## config.mk

```make
export PLATFORM = sky130hd
export DESIGN_NAME = rcom_cmd_arbiter_flat
export DESIGN_NICKNAME = d
export VERILOG_FILES = /design/src/rtl/rcom_cmd_arbiter_if.sv /design/src/rtl/rcom_cmd_arbiter.sv /design/src/flat_wrapper.sv
export SDC_FILE = /design/constraint.sdc
export NUM_CORES = 1
export LEC_CHECK = 0
export BUFFER_PORTS_ARGS = -buffer_cell sky130_fd_sc_hd__buf_2
export CORE_ASPECT_RATIO = 1.5
export CORE_MARGIN = 2
export CORE_UTILIZATION = 43
export DETAILED_ROUTE_END_ITERATION = 8
export MAX_ROUTING_LAYER = met4
export PLACE_DENSITY = 0.76
export REMOVE_ABC_BUFFERS = 1
export SETUP_SLACK_MARGIN = 0.02
export SLEW_MARGIN = 5
export SYNTH_ARGS = -nofsm -noshare
export SYNTH_HDL_FRONTEND = slang
export SYNTH_SLANG_ARGS = --single-unit
```

## constraint.sdc

```tcl
create_clock -name clk -period 1.6 [get_ports clk]
set_input_delay 0.32 -clock clk [delete_from_list [all_inputs] [get_ports clk]]
set_output_delay 0.32 -clock clk [all_outputs]
set_load 0.05 [all_outputs]
```

## src/rtl/rcom_cmd_arbiter_if.sv

```systemverilog
// Requester and RemoteComm signal bundle for the RemoteComm command arbiter.
// Requesters hold req until done/err; gnt is one-hot and spans the transaction.
// snd_cmd strobes cmd out once per attempt, and cmd_snt/resp_rdy are single-cycle replies.
interface rcom_cmd_arbiter_if #(
    parameter int NUM_REQ = 4
);
    logic [NUM_REQ-1:0]    req;
    logic [16*NUM_REQ-1:0] req_cmd;
    logic [NUM_REQ-1:0]    gnt;
    logic [NUM_REQ-1:0]    done;
    logic [NUM_REQ-1:0]    err;
    logic [15:0]           cmd;
    logic                  snd_cmd;
    logic                  cmd_snt;
    logic [7:0]            resp;
    logic                  resp_rdy;
    logic [7:0]            last_resp;
    logic                  busy;
    logic [2:0]            dbg_state;

    modport master (
        output req, req_cmd, cmd_snt, resp, resp_rdy,
        input  gnt, done, err, cmd, snd_cmd, last_resp, busy, dbg_state
    );

    modport slave (
        input  req, req_cmd, cmd_snt, resp, resp_rdy,
        output gnt, done, err, cmd, snd_cmd, last_resp, busy, dbg_state
    );
endinterface

```

## src/rtl/rcom_cmd_arbiter.sv

```systemverilog
// Round-robin arbiter sharing the RemoteComm command channel between NUM_REQ requesters,
// with per-attempt timeout, NAK retry and a done/err pulse per transaction.
module rcom_cmd_arbiter #(
    parameter int          NUM_REQ        = 4,
    parameter int          TIMEOUT_CYCLES = 4096,
    parameter int          RETRY_MAX      = 2,
    parameter logic [7:0]  ACK_VAL        = 8'hA5
) (
    input logic              clk,
    input logic              rst,
    rcom_cmd_arbiter_if.slave bus
);
    localparam int IW = (NUM_REQ > 1) ? $clog2(NUM_REQ) : 1;
    localparam int TW = (TIMEOUT_CYCLES > 1) ? $clog2(TIMEOUT_CYCLES) : 1;
    localparam int RW = (RETRY_MAX > 0) ? $clog2(RETRY_MAX + 1) : 1;

    localparam logic [TW-1:0] TMO_LAST  = TW'(TIMEOUT_CYCLES - 1);
    localparam logic [TW-1:0] TMR_MAX   = '1;
    localparam logic [RW-1:0] RETRY_LIM = RW'(RETRY_MAX);
    localparam logic [IW-1:0] LAST_IDX  = IW'(NUM_REQ - 1);

    typedef enum logic [2:0] {
        S_IDLE      = 3'd0,
        S_ISSUE     = 3'd1,
        S_WAIT_SNT  = 3'd2,
        S_WAIT_RESP = 3'd3,
        S_COOL      = 3'd4
    } state_e;

    state_e             state_q;
    logic [NUM_REQ-1:0] gnt_q;
    logic [NUM_REQ-1:0] done_q;
    logic [NUM_REQ-1:0] err_q;
    logic [15:0]        cmd_q;
    logic               snd_q;
    logic [7:0]         last_resp_q;
    logic [IW-1:0]      ptr_q;
    logic [IW-1:0]      gidx_q;
    logic [RW-1:0]      retry_q;
    logic [TW-1:0]      tmr_q;

    logic               sel_vld;
    logic [IW-1:0]      sel_idx;
    int                 sel_j;
    logic [IW-1:0]      ptr_d;
    logic               tmo;
    logic               attempt_fail;

    // First requesting index at or above the pointer, wrapping around.
    always_comb begin
        sel_vld = 1'b0;
        sel_idx = '0;
        sel_j   = 0;
        for (int k = 0; k < NUM_REQ; k++) begin
            sel_j = int'(ptr_q) + k;
            if (sel_j >= NUM_REQ) sel_j = sel_j - NUM_REQ;
            if (!sel_vld && bus.req[sel_j]) begin
                sel_vld = 1'b1;
                sel_idx = IW'(sel_j);
            end
        end
    end

    assign ptr_d = (gidx_q == LAST_IDX) ? '0 : gidx_q + IW'(1);
    assign tmo   = (tmr_q == TMO_LAST);

    always_comb begin
        attempt_fail = 1'b0;
        case (state_q)
            S_WAIT_SNT:  attempt_fail = !bus.cmd_snt && tmo;
            S_WAIT_RESP: attempt_fail = bus.resp_rdy ? (bus.resp != ACK_VAL) : tmo;
            default:     attempt_fail = 1'b0;
        endcase
    end

    always_ff @(posedge clk) begin
        if (rst) begin
            state_q     <= S_IDLE;
            gnt_q       <= '0;
            done_q      <= '0;
            err_q       <= '0;
            cmd_q       <= 16'h0000;
            snd_q       <= 1'b0;
            last_resp_q <= 8'h00;
            ptr_q       <= '0;
            gidx_q      <= '0;
            retry_q     <= '0;
            tmr_q       <= '0;
        end else begin
            snd_q  <= 1'b0;
            done_q <= '0;
            err_q  <= '0;
            case (state_q)
                S_IDLE: begin
                    if (sel_vld) begin
                        gidx_q  <= sel_idx;
                        gnt_q   <= NUM_REQ'(1) << sel_idx;
                        cmd_q   <= bus.req_cmd[{sel_idx, 4'b0000} +: 16];
                        retry_q <= '0;
                        snd_q   <= 1'b1;
                        state_q <= S_ISSUE;
                    end
                end
                S_ISSUE: begin
                    tmr_q   <= '0;
                    state_q <= S_WAIT_SNT;
                end
                S_WAIT_SNT: begin
                    if (bus.cmd_snt) begin
                        tmr_q   <= '0;
                        state_q <= S_WAIT_RESP;
                    end else if (tmr_q != TMR_MAX) begin
                        tmr_q <= tmr_q + TW'(1);
                    end
                end
                S_WAIT_RESP: begin
                    if (bus.resp_rdy) begin
                        last_resp_q <= bus.resp;
                        if (bus.resp == ACK_VAL) begin
                            done_q  <= gnt_q;
                            gnt_q   <= '0;
                            ptr_q   <= ptr_d;
                            state_q <= S_COOL;
                        end
                    end else if (tmr_q != TMR_MAX) begin
                        tmr_q <= tmr_q + TW'(1);
                    end
                end
                S_COOL:  state_q <= S_IDLE;
                default: state_q <= S_IDLE;
            endcase

            // NAK or timeout: re-issue the latched cmd while retries remain, else give up.
            if (attempt_fail) begin
                if (retry_q < RETRY_LIM) begin
                    retry_q <= retry_q + RW'(1);
                    snd_q   <= 1'b1;
                    state_q <= S_ISSUE;
                end else begin
                    err_q   <= gnt_q;
                    gnt_q   <= '0;
                    ptr_q   <= ptr_d;
                    state_q <= S_COOL;
                end
            end
        end
    end

    assign bus.gnt       = gnt_q;
    assign bus.done      = done_q;
    assign bus.err       = err_q;
    assign bus.cmd       = cmd_q;
    assign bus.snd_cmd   = snd_q;
    assign bus.last_resp = last_resp_q;
    assign bus.busy      = (state_q != S_IDLE);
    assign bus.dbg_state = state_q;
endmodule

```

## src/flat_wrapper.sv

```systemverilog
// flat-port wrapper written by rule: the top's interface ports become plain ports
module rcom_cmd_arbiter_flat 
#(
    parameter int          NUM_REQ        = 4,
    parameter int          TIMEOUT_CYCLES = 4096,
    parameter int          RETRY_MAX      = 2,
    parameter logic [7:0]  ACK_VAL        = 8'hA5
)
  (clk, rst, bus_req, bus_req_cmd, bus_cmd_snt, bus_resp, bus_resp_rdy, bus_gnt, bus_done, bus_err, bus_cmd, bus_snd_cmd, bus_last_resp, bus_busy, bus_dbg_state);
  rcom_cmd_arbiter_if #(.NUM_REQ(NUM_REQ)) bus_i ();
  input logic clk;
  input logic rst;
  input wire logic [$bits(bus_i.req)-1:0] bus_req;
  input wire logic [$bits(bus_i.req_cmd)-1:0] bus_req_cmd;
  input wire logic [$bits(bus_i.cmd_snt)-1:0] bus_cmd_snt;
  input wire logic [$bits(bus_i.resp)-1:0] bus_resp;
  input wire logic [$bits(bus_i.resp_rdy)-1:0] bus_resp_rdy;
  output wire logic [$bits(bus_i.gnt)-1:0] bus_gnt;
  output wire logic [$bits(bus_i.done)-1:0] bus_done;
  output wire logic [$bits(bus_i.err)-1:0] bus_err;
  output wire logic [$bits(bus_i.cmd)-1:0] bus_cmd;
  output wire logic [$bits(bus_i.snd_cmd)-1:0] bus_snd_cmd;
  output wire logic [$bits(bus_i.last_resp)-1:0] bus_last_resp;
  output wire logic [$bits(bus_i.busy)-1:0] bus_busy;
  output wire logic [$bits(bus_i.dbg_state)-1:0] bus_dbg_state;
  assign bus_i.req = bus_req;
  assign bus_i.req_cmd = bus_req_cmd;
  assign bus_i.cmd_snt = bus_cmd_snt;
  assign bus_i.resp = bus_resp;
  assign bus_i.resp_rdy = bus_resp_rdy;
  assign bus_gnt = bus_i.gnt;
  assign bus_done = bus_i.done;
  assign bus_err = bus_i.err;
  assign bus_cmd = bus_i.cmd;
  assign bus_snd_cmd = bus_i.snd_cmd;
  assign bus_last_resp = bus_i.last_resp;
  assign bus_busy = bus_i.busy;
  assign bus_dbg_state = bus_i.dbg_state;
  rcom_cmd_arbiter #(.NUM_REQ(NUM_REQ), .TIMEOUT_CYCLES(TIMEOUT_CYCLES), .RETRY_MAX(RETRY_MAX), .ACK_VAL(ACK_VAL)) u_core (.clk(clk), .rst(rst), .bus(bus_i));
endmodule
```

==> results of run 1 <==
power breakdown:
group	internal [W]	total (W)	switching, W
Combinational	0.000506	0.00126	0.000752
Clock	0.000595	0.00117	0.000578
Sequential	0.00154	0.00161	0.0000688
Total	0.00264	0.00404	0.00140
what timing repair did:
action	4_1_cts	5_1_grt
setup buffers	7	4
resized for setup	29	57
endpoints found under the setup margin	39	47
gates cloned	0	2
pin swaps	9	38
hold endpoints to repair	0	0
sequential cells by signal, indices dropped and copies added (netlist names), 3 cells and up:
register,count
u_core.bus.cmd,16
u_core.bus.gnt,4
u_core.bus.last_resp,8
u_core.bus.done,4
u_core.bus.dbg_state,3
u_core.tmr_q,12
u_core.bus.err,4
metrics by stage:
stage	worst slack (ps)	hold slack, ps
global placement	-240	438
finish	-67.6	227
CTS	-94.7	207
global route	-139	226
floorplan	-959	389
detailed placement	-310	449
cells in the mapped netlist (all sizes together), types with 4 or more instances:
master / number / area share
a211oi: 4 / 0.010
a21oi: 27 / 0.048
a31oi: 4 / 0.0086
and2: 7 / 0.015
buf: 12 / 0.032
clkbuf: 4 / 0.0052
dfxtp: 58 / 0.40
inv: 5 / 0.0064
mux2i: 33 / 0.11
nand2: 46 / 0.059
nand2b: 4 / 0.0086
nand3: 8 / 0.015
nor2: 16 / 0.023
nor3: 6 / 0.015
nor3b: 6 / 0.015
nor4: 5 / 0.013
o21ai: 9 / 0.019
o221ai: 16 / 0.070
xnor2: 4 / 0.012
kinds of logic (layout without fill, tap and decap cells):
group           after synthesis  after routing  share of synthesized area
buf+inv                      21            205                     0.0434
mux                          34             34                      0.117
flops                        58             58                      0.398
fa+ha+maj                     2              2                    0.00859
simple gates                116            116                      0.210
compound gates               77             77                      0.207
xor+xnor                      5              5                     0.0150
worst max-delay path by stage:
stage                                  from  depth (start not counted)                              end  slack (ps)
2_1_floorplan                    bus_req[2]                          5  u_core.bus.cmd[10]$_SDFFE_PP0P_        -960
3_3_place_gp                     bus_req[1]                          7   u_core.bus.cmd[7]$_SDFFE_PP0P_        -240
3_5_place_dp                     bus_req[1]                          6   u_core.bus.cmd[4]$_SDFFE_PP0P_        -310
4_1_cts        u_core.tmr_q[0]$_SDFFE_PP0P_                          6     u_core.retry_q[0]$_SDFF_PP0_         -90
5_1_grt        u_core.tmr_q[3]$_SDFFE_PP0P_                          8     u_core.tmr_q[5]$_SDFFE_PP0P_        -140
6_report       u_core.tmr_q[1]$_SDFFE_PP0P_                          6     u_core.retry_q[0]$_SDFF_PP0_         -70
final cells by class:
| type | count | area share |
|---|---|---|
| Tap cell | 76 | 0.0210 |
| Clock buffer | 11 | 0.0312 |
| Timing Repair Buffer | 184 | 0.265 |
| Clock inverter | 5 | 0.00662 |
| Inverter | 5 | 0.00414 |
| Sequential cell | 58 | 0.261 |
| Multi-Input combinational cell | 234 | 0.411 |
critical path: stages (launching register included):
cell and delay, ps:
dfxtp_2 350, ha_4 140, and4_4 220, nand3_4 90, o32a_4 360, or2_4 250, o31ai_2 170
per-layer routing:
| layer | GRT usage | wire (um) |
|---|---|---|
| met1 | 0.214 | 3200 |
| met4 | 0.0930 | 156 |
| met2 | 0.432 | 4900 |
| met3 | 0.0492 | 578 |
| met5 | - | 0 |
==> flow_summary.json, run 1 <==
{
  "outcome": "complete, but fails checks",
  "violations": "negative setup slack",
  "fp.dieH_um": 105,
  "seq_area_um2": 1180,
  "clk_latency_ps": 340,
  "clock-sinks": 58,
  "power_density_nw_per_um2": 891,
  "grt_pass1_wl_mm": 13.2,
  "num-fill-cells": 477,
  "worstMarginPinSlew_ps": 308,
  "power.total_w": 0.00404,
  "nets": 574,
  "synthFlopType": "dfxtp_1",
  "placedCellCount": 544,
  "fin_area_um2": 4540,
  "drt_pass1_iterations": 4,
  "drtAntennaViolNets": 0,
  "totalWireLength_mm": 8.83,
  "clk_pin_slew_ps": 70,
  "fin_util": 0.695,
  "place.gp.congestion": 0.915,
  "critPathKind": "reg2reg",
  "initial_core_util": 0.446,
  "critPathLaunchType": "flip-flop",
  "antenna_cells": 0,
  "root_buffer": "clkbuf_8",
  "setup-violations-final": 7,
  "hp-start": "bus_resp[3]",
  "antenna_found_initial": 0,
  "r2r_cells": 6,
  "slew_headroom": 0.793,
  "cts_made_buffers": 9,
  "required_ps": 1860,
  "rrSetupSlack_ps": -70,
  "grt_start_max_net_pins": 35,
  "hp-class": "in2reg",
  "grt_pass1_vias": 2967,
  "holdBufCountCts": 0,
  "ir_drop_uv": 648,
  "worst_setup_path_end_kind": "flip-flop",
  "rsz0062_at_grt": "true",
  "yosysSeqAreaShare": 0.398,
  "die_x_um": 71.2,
  "std_cell_rows": 36,
  "syn_area_per_cell_um2": 9.31,
  "ys_warn_count": 0,
  "timing.fmax_mhz": 600,
  "critPathMaxFanout": 6,
  "power.leakage_nw": 1.93,
  "worstPathArrival_ps": 1930,
  "track_usage": 0.228,
  "rr_startpoint": "u_core.tmr_q[1]$_SDFFE_PP0P_",
  "drt-initial-drc-count": 111,
  "drt-wirelength-per-cell_um": 15.4,
  "min_period_over_period": 1.04,
  "clockBufferDepth": 2,
  "viasPerCell": 5.37,
  "regToRegEndpoint": "u_core.retry_q[0]$_SDFF_PP0_",
  "portBuffers": 120,
  "dpl.hpwl_mm": 6.25,
  "core_um2": 6530,
  "io_pins": 121,
  "drive_above_1_share": 0.563,
  "async_reset_ff_frac": 0,
  "drc_errors": 0,
  "multi_input_area_um2": 1870,
  "cap_violations": 0,
  "skew_ps": 9.84,
  "via_count": 3077,
  "min_path_cells": 3,
  "syn_inst": 313,
  "tns_ps": -169,
  "synth.cell_area_um2": 2910,
  "cts_tree": "built",
  "overflow": 0,
  "final_cells": 573,
  "cts.htree.levels": 3,
  "hold_viol": 0,
  "mostFrequentLayoutCell": "buf_2",
  "area_delta_synth_final_pct": 55.7,
  "synth_cell_type_count": 54,
  "die-area_um2": 7470,
  "synth_edf_count": 0,
  "synth_seq_cells": 58,
  "slew_violations": 0,
  "fin_crit_ps": 1670,
  "placed_area_um2": 3940,
  "layout_setup_ws_ps": -67.6,
  "final_cell_mix": "buf_2, buf_4, nand2_1, dfxtp_1, mux2i_1",
  "hold_end": "u_core.bus.last_resp[3]$_SDFFE_PP0P_"
}
Power figures use the tool's default switching activity.
==> run 2, diff against run 1 <==
--- a/config.mk
+++ b/config.mk
@@ -6,7 +6,7 @@
 export NUM_CORES = 1
 export LEC_CHECK = 0
 export BUFFER_PORTS_ARGS = -buffer_cell sky130_fd_sc_hd__buf_2
-export CORE_ASPECT_RATIO = 1.5
+export CORE_ASPECT_RATIO = 1.2
 export CORE_MARGIN = 2
 export CORE_UTILIZATION = 43
 export DETAILED_ROUTE_END_ITERATION = 8
==> run 2 against run 1 <==
Net effect: the run still ends with negative setup slack left; sequential power is essentially flat; flip-flop and latch count is the same; clock skew grew 1.0 ps; first-iteration DRC count shrank 8.1%; critical path depth is the same; via count grew 1.9%.
==> flow_summary.json, run 2 (same netlist as run 1, synthesis figures left out) <==
{
  "pre_cts_slack_ps": -357,
  "largest_reg_flops": 16,
  "critPathKind": "reg2reg",
  "portBuffers": 120,
  "grt_pass1_vias": 2858,
  "antenna_found_initial": 0,
  "worstPathArrival_ps": 1930,
  "power_density_nw_per_um2": 1020,
  "drt-initial-drc-count": 102,
  "hold_slack_ps": 230,
  "area_delta_synth_final_pct": 55.8,
  "nets": 570,
  "cts.htree.levels": 3,
  "min_period_over_period": 1.05,
  "ir_drop_uv": 741,
  "regToRegEndpoint": "u_core.retry_q[0]$_SDFF_PP0_",
  "layout_setup_ws_ps": -74.9,
  "mostFrequentLayoutCell": "buf_2",
  "cp_cell_sequence": "ha_4 -> and4_4 -> nand3_4 -> o32a_4 -> or2_4 -> o31ai_2",
  "endpoint": "u_core.retry_q[0]$_SDFF_PP0_",
  "outcome": "complete, but fails checks",
  "met2_usage": 0.416,
  "p_seq_frac": 0.350,
  "hp-class": "in2reg",
  "startpoint": "u_core.tmr_q[0]$_SDFFE_PP0P_",
  "slew_violations": 0,
  "drt-wirelength-per-cell_um": 16.1,
  "cts_tree": "built",
  "drive_above_1_share": 0.529,
  "violations": "negative setup slack",
  "worstMarginPinSlew_ps": 611,
  "power.clock.fraction": 0.369,
  "std_cell_rows": 32,
  "grtUsageMet1": 0.261,
  "place.gp.congestion": 0.842,
  "path_delay_family": "simple AND/OR/NAND/NOR gates",
  "overflow": 0,
  "fp.dieH_um": 94.2,
  "initial_core_util": 0.449,
  "io_pins": 121,
  "r2r_cells": 6,
  "p_sw_frac": 0.318,
  "required_ps": 1860,
  "path_buf_inv": 0,
  "cp_num_cells": 6,
  "clk_pin_slew_ps": 70,
  "fin_crit_ps": 1670,
  "rr_startpoint": "u_core.tmr_q[0]$_SDFFE_PP0P_",
  "grt_start_max_net_pins": 35,
  "fin_area_um2": 4540,
  "totalWireLength_mm": 9.33,
  "num-fill-cells": 522,
  "slowest_delay_ps": 360,
  "grt_busiest_layer": "met2",
  "drt_pass1_iterations": 4,
  "power.switching_w": 0.00146,
  "critPathLaunchType": "flip-flop",
  "clockBufferDepth": 2,
  "grt_pass1_wl_mm": 13.2,
  "worst_setup_path_end_kind": "flip-flop",
  "pwr-share-comb": 0.281,
  "antenna_cells": 0,
  "die-area_um2": 7450,
  "drtAntennaViolNets": 0,
  "via_count": 3135,
  "track_usage": 0.233,
  "core_um2": 6490,
  "slew_headroom": 0.591,
  "hold_viol": 0,
  "dpl.hpwl_mm": 6.21,
  "cts_made_buffers": 9,
  "rsz0062_at_grt": "true",
  "rrSetupSlack_ps": -70,
  "drc_errors": 0,
  "critPathSlowestCell": "o32a_4",
  "viasPerCell": 5.42,
  "cap_violations": 0,
  "die_x_um": 79.2,
  "critPathMaxFanout": 6,
  "clock-sinks": 58,
  "clk_latency_ps": 340,
  "root_buffer": "clkbuf_8",
  "power.leakage_nw": 1.92,
  "skew_ps": 10.9,
  "placed_area_um2": 3930,
  "power.internal_w": 0.00314,
  "setup-violations-final": 30,
  "met3_usage": 0.0413,
  "final_cell_mix": "buf_2, buf_4, dfxtp_1",
  "timing.fmax_mhz": 597
}
run 2: cell types whose count changed in the layout (fill, tap and decap cells not counted), moves of 4 or more:
| cell | delta |
|---|---|
| dfxtp_2 | -6 |
| buf_6 | -5 |
| a21oi_1 | +4 |
| a21oi_2 | -4 |
| dfxtp_1 | +4 |
| mux2i_2 | -4 |
run 2: worst min-delay path, delay by kind of cell:
family	cells	cell delay, ps
AOI/OAI and AO/OA	1	50
and+or+nand+nor	1	50
buffers and inverters	1	100
run 2: worst min-delay path by stage:
stage                                                     from  cells after the start  slack [ps]                                   end
after floorplan                                            rst                      1         390  u_core.bus.last_resp[0]$_SDFFE_PP0P_
after global placement          u_core.bus.cmd[2]$_SDFFE_PP0P_                      2         440        u_core.bus.cmd[2]$_SDFFE_PP0P_
after detailed placement  u_core.bus.last_resp[7]$_SDFFE_PP0P_                      2         450  u_core.bus.last_resp[7]$_SDFFE_PP0P_
after CTS                                          bus_resp[1]                      3         220  u_core.bus.last_resp[1]$_SDFFE_PP0P_
after global routing                               bus_resp[7]                      3         230  u_core.bus.last_resp[7]$_SDFFE_PP0P_
final                                              bus_resp[7]                      3         230  u_core.bus.last_resp[7]$_SDFFE_PP0P_
run 2: power by group through the flow:
stage | Combinational (W) | Sequential [W] | Clock (W)
finish | 0.00130 | 0.00161 | 0.00170
global route | 0.00137 | 0.00162 | 0.00177
CTS | 0.00117 | 0.00161 | 0.00171
detailed placement | 0.00112 | 0.00163 | 0
global placement | 0.00110 | 0.00163 | 0
floorplan | 0.000393 | 0.00192 | 0
run 2: final cells by class:
cell class / instances / area (um2) / area share
Tap cell: 85 / 106 / 0.0234
Clock buffer: 12 / 145 / 0.0320
Inverter: 5 / 18.8 / 0.00413
Clock inverter: 4 / 98.8 / 0.0218
Timing Repair Buffer: 180 / 1140 / 0.250
Sequential cell: 58 / 1180 / 0.261
Multi-Input combinational cell: 234 / 1850 / 0.408
run 2: repair_timing:
item | CTS | global route
setup endpoints to repair | 43 | 46
hold endpoints to repair | 0 | 0
pin swaps | 5 | 12
resized for setup | 24 | 46
cloned | 0 | 1
buffers inserted | 4 | 6
hold buffers | 0 | 0
run 2: stage by stage:
stage / utilization / cells / power [W] / setup TNS, ps
finish: 0.700 / 578 / 0.00461 / -744
global route: 0.700 / 578 / 0.00476 / -2450
CTS: 0.663 / 571 / 0.00448 / -314
detailed placement: 0.606 / 551 / 0.00276 / -6720
global placement: 0.606 / 551 / 0.00273 / -4660
floorplan: - / 297 / 0.00231 / -23340
run 2: metal layers:
metal  share of wire  vias to the layer above  routed length (um)
li1                -                     1509                   -
met1            0.39                     1468                3680
met2            0.52                      145                4900
met3           0.071                       13                 658
met4           0.010                        0                  94
met5               0                        -                   0
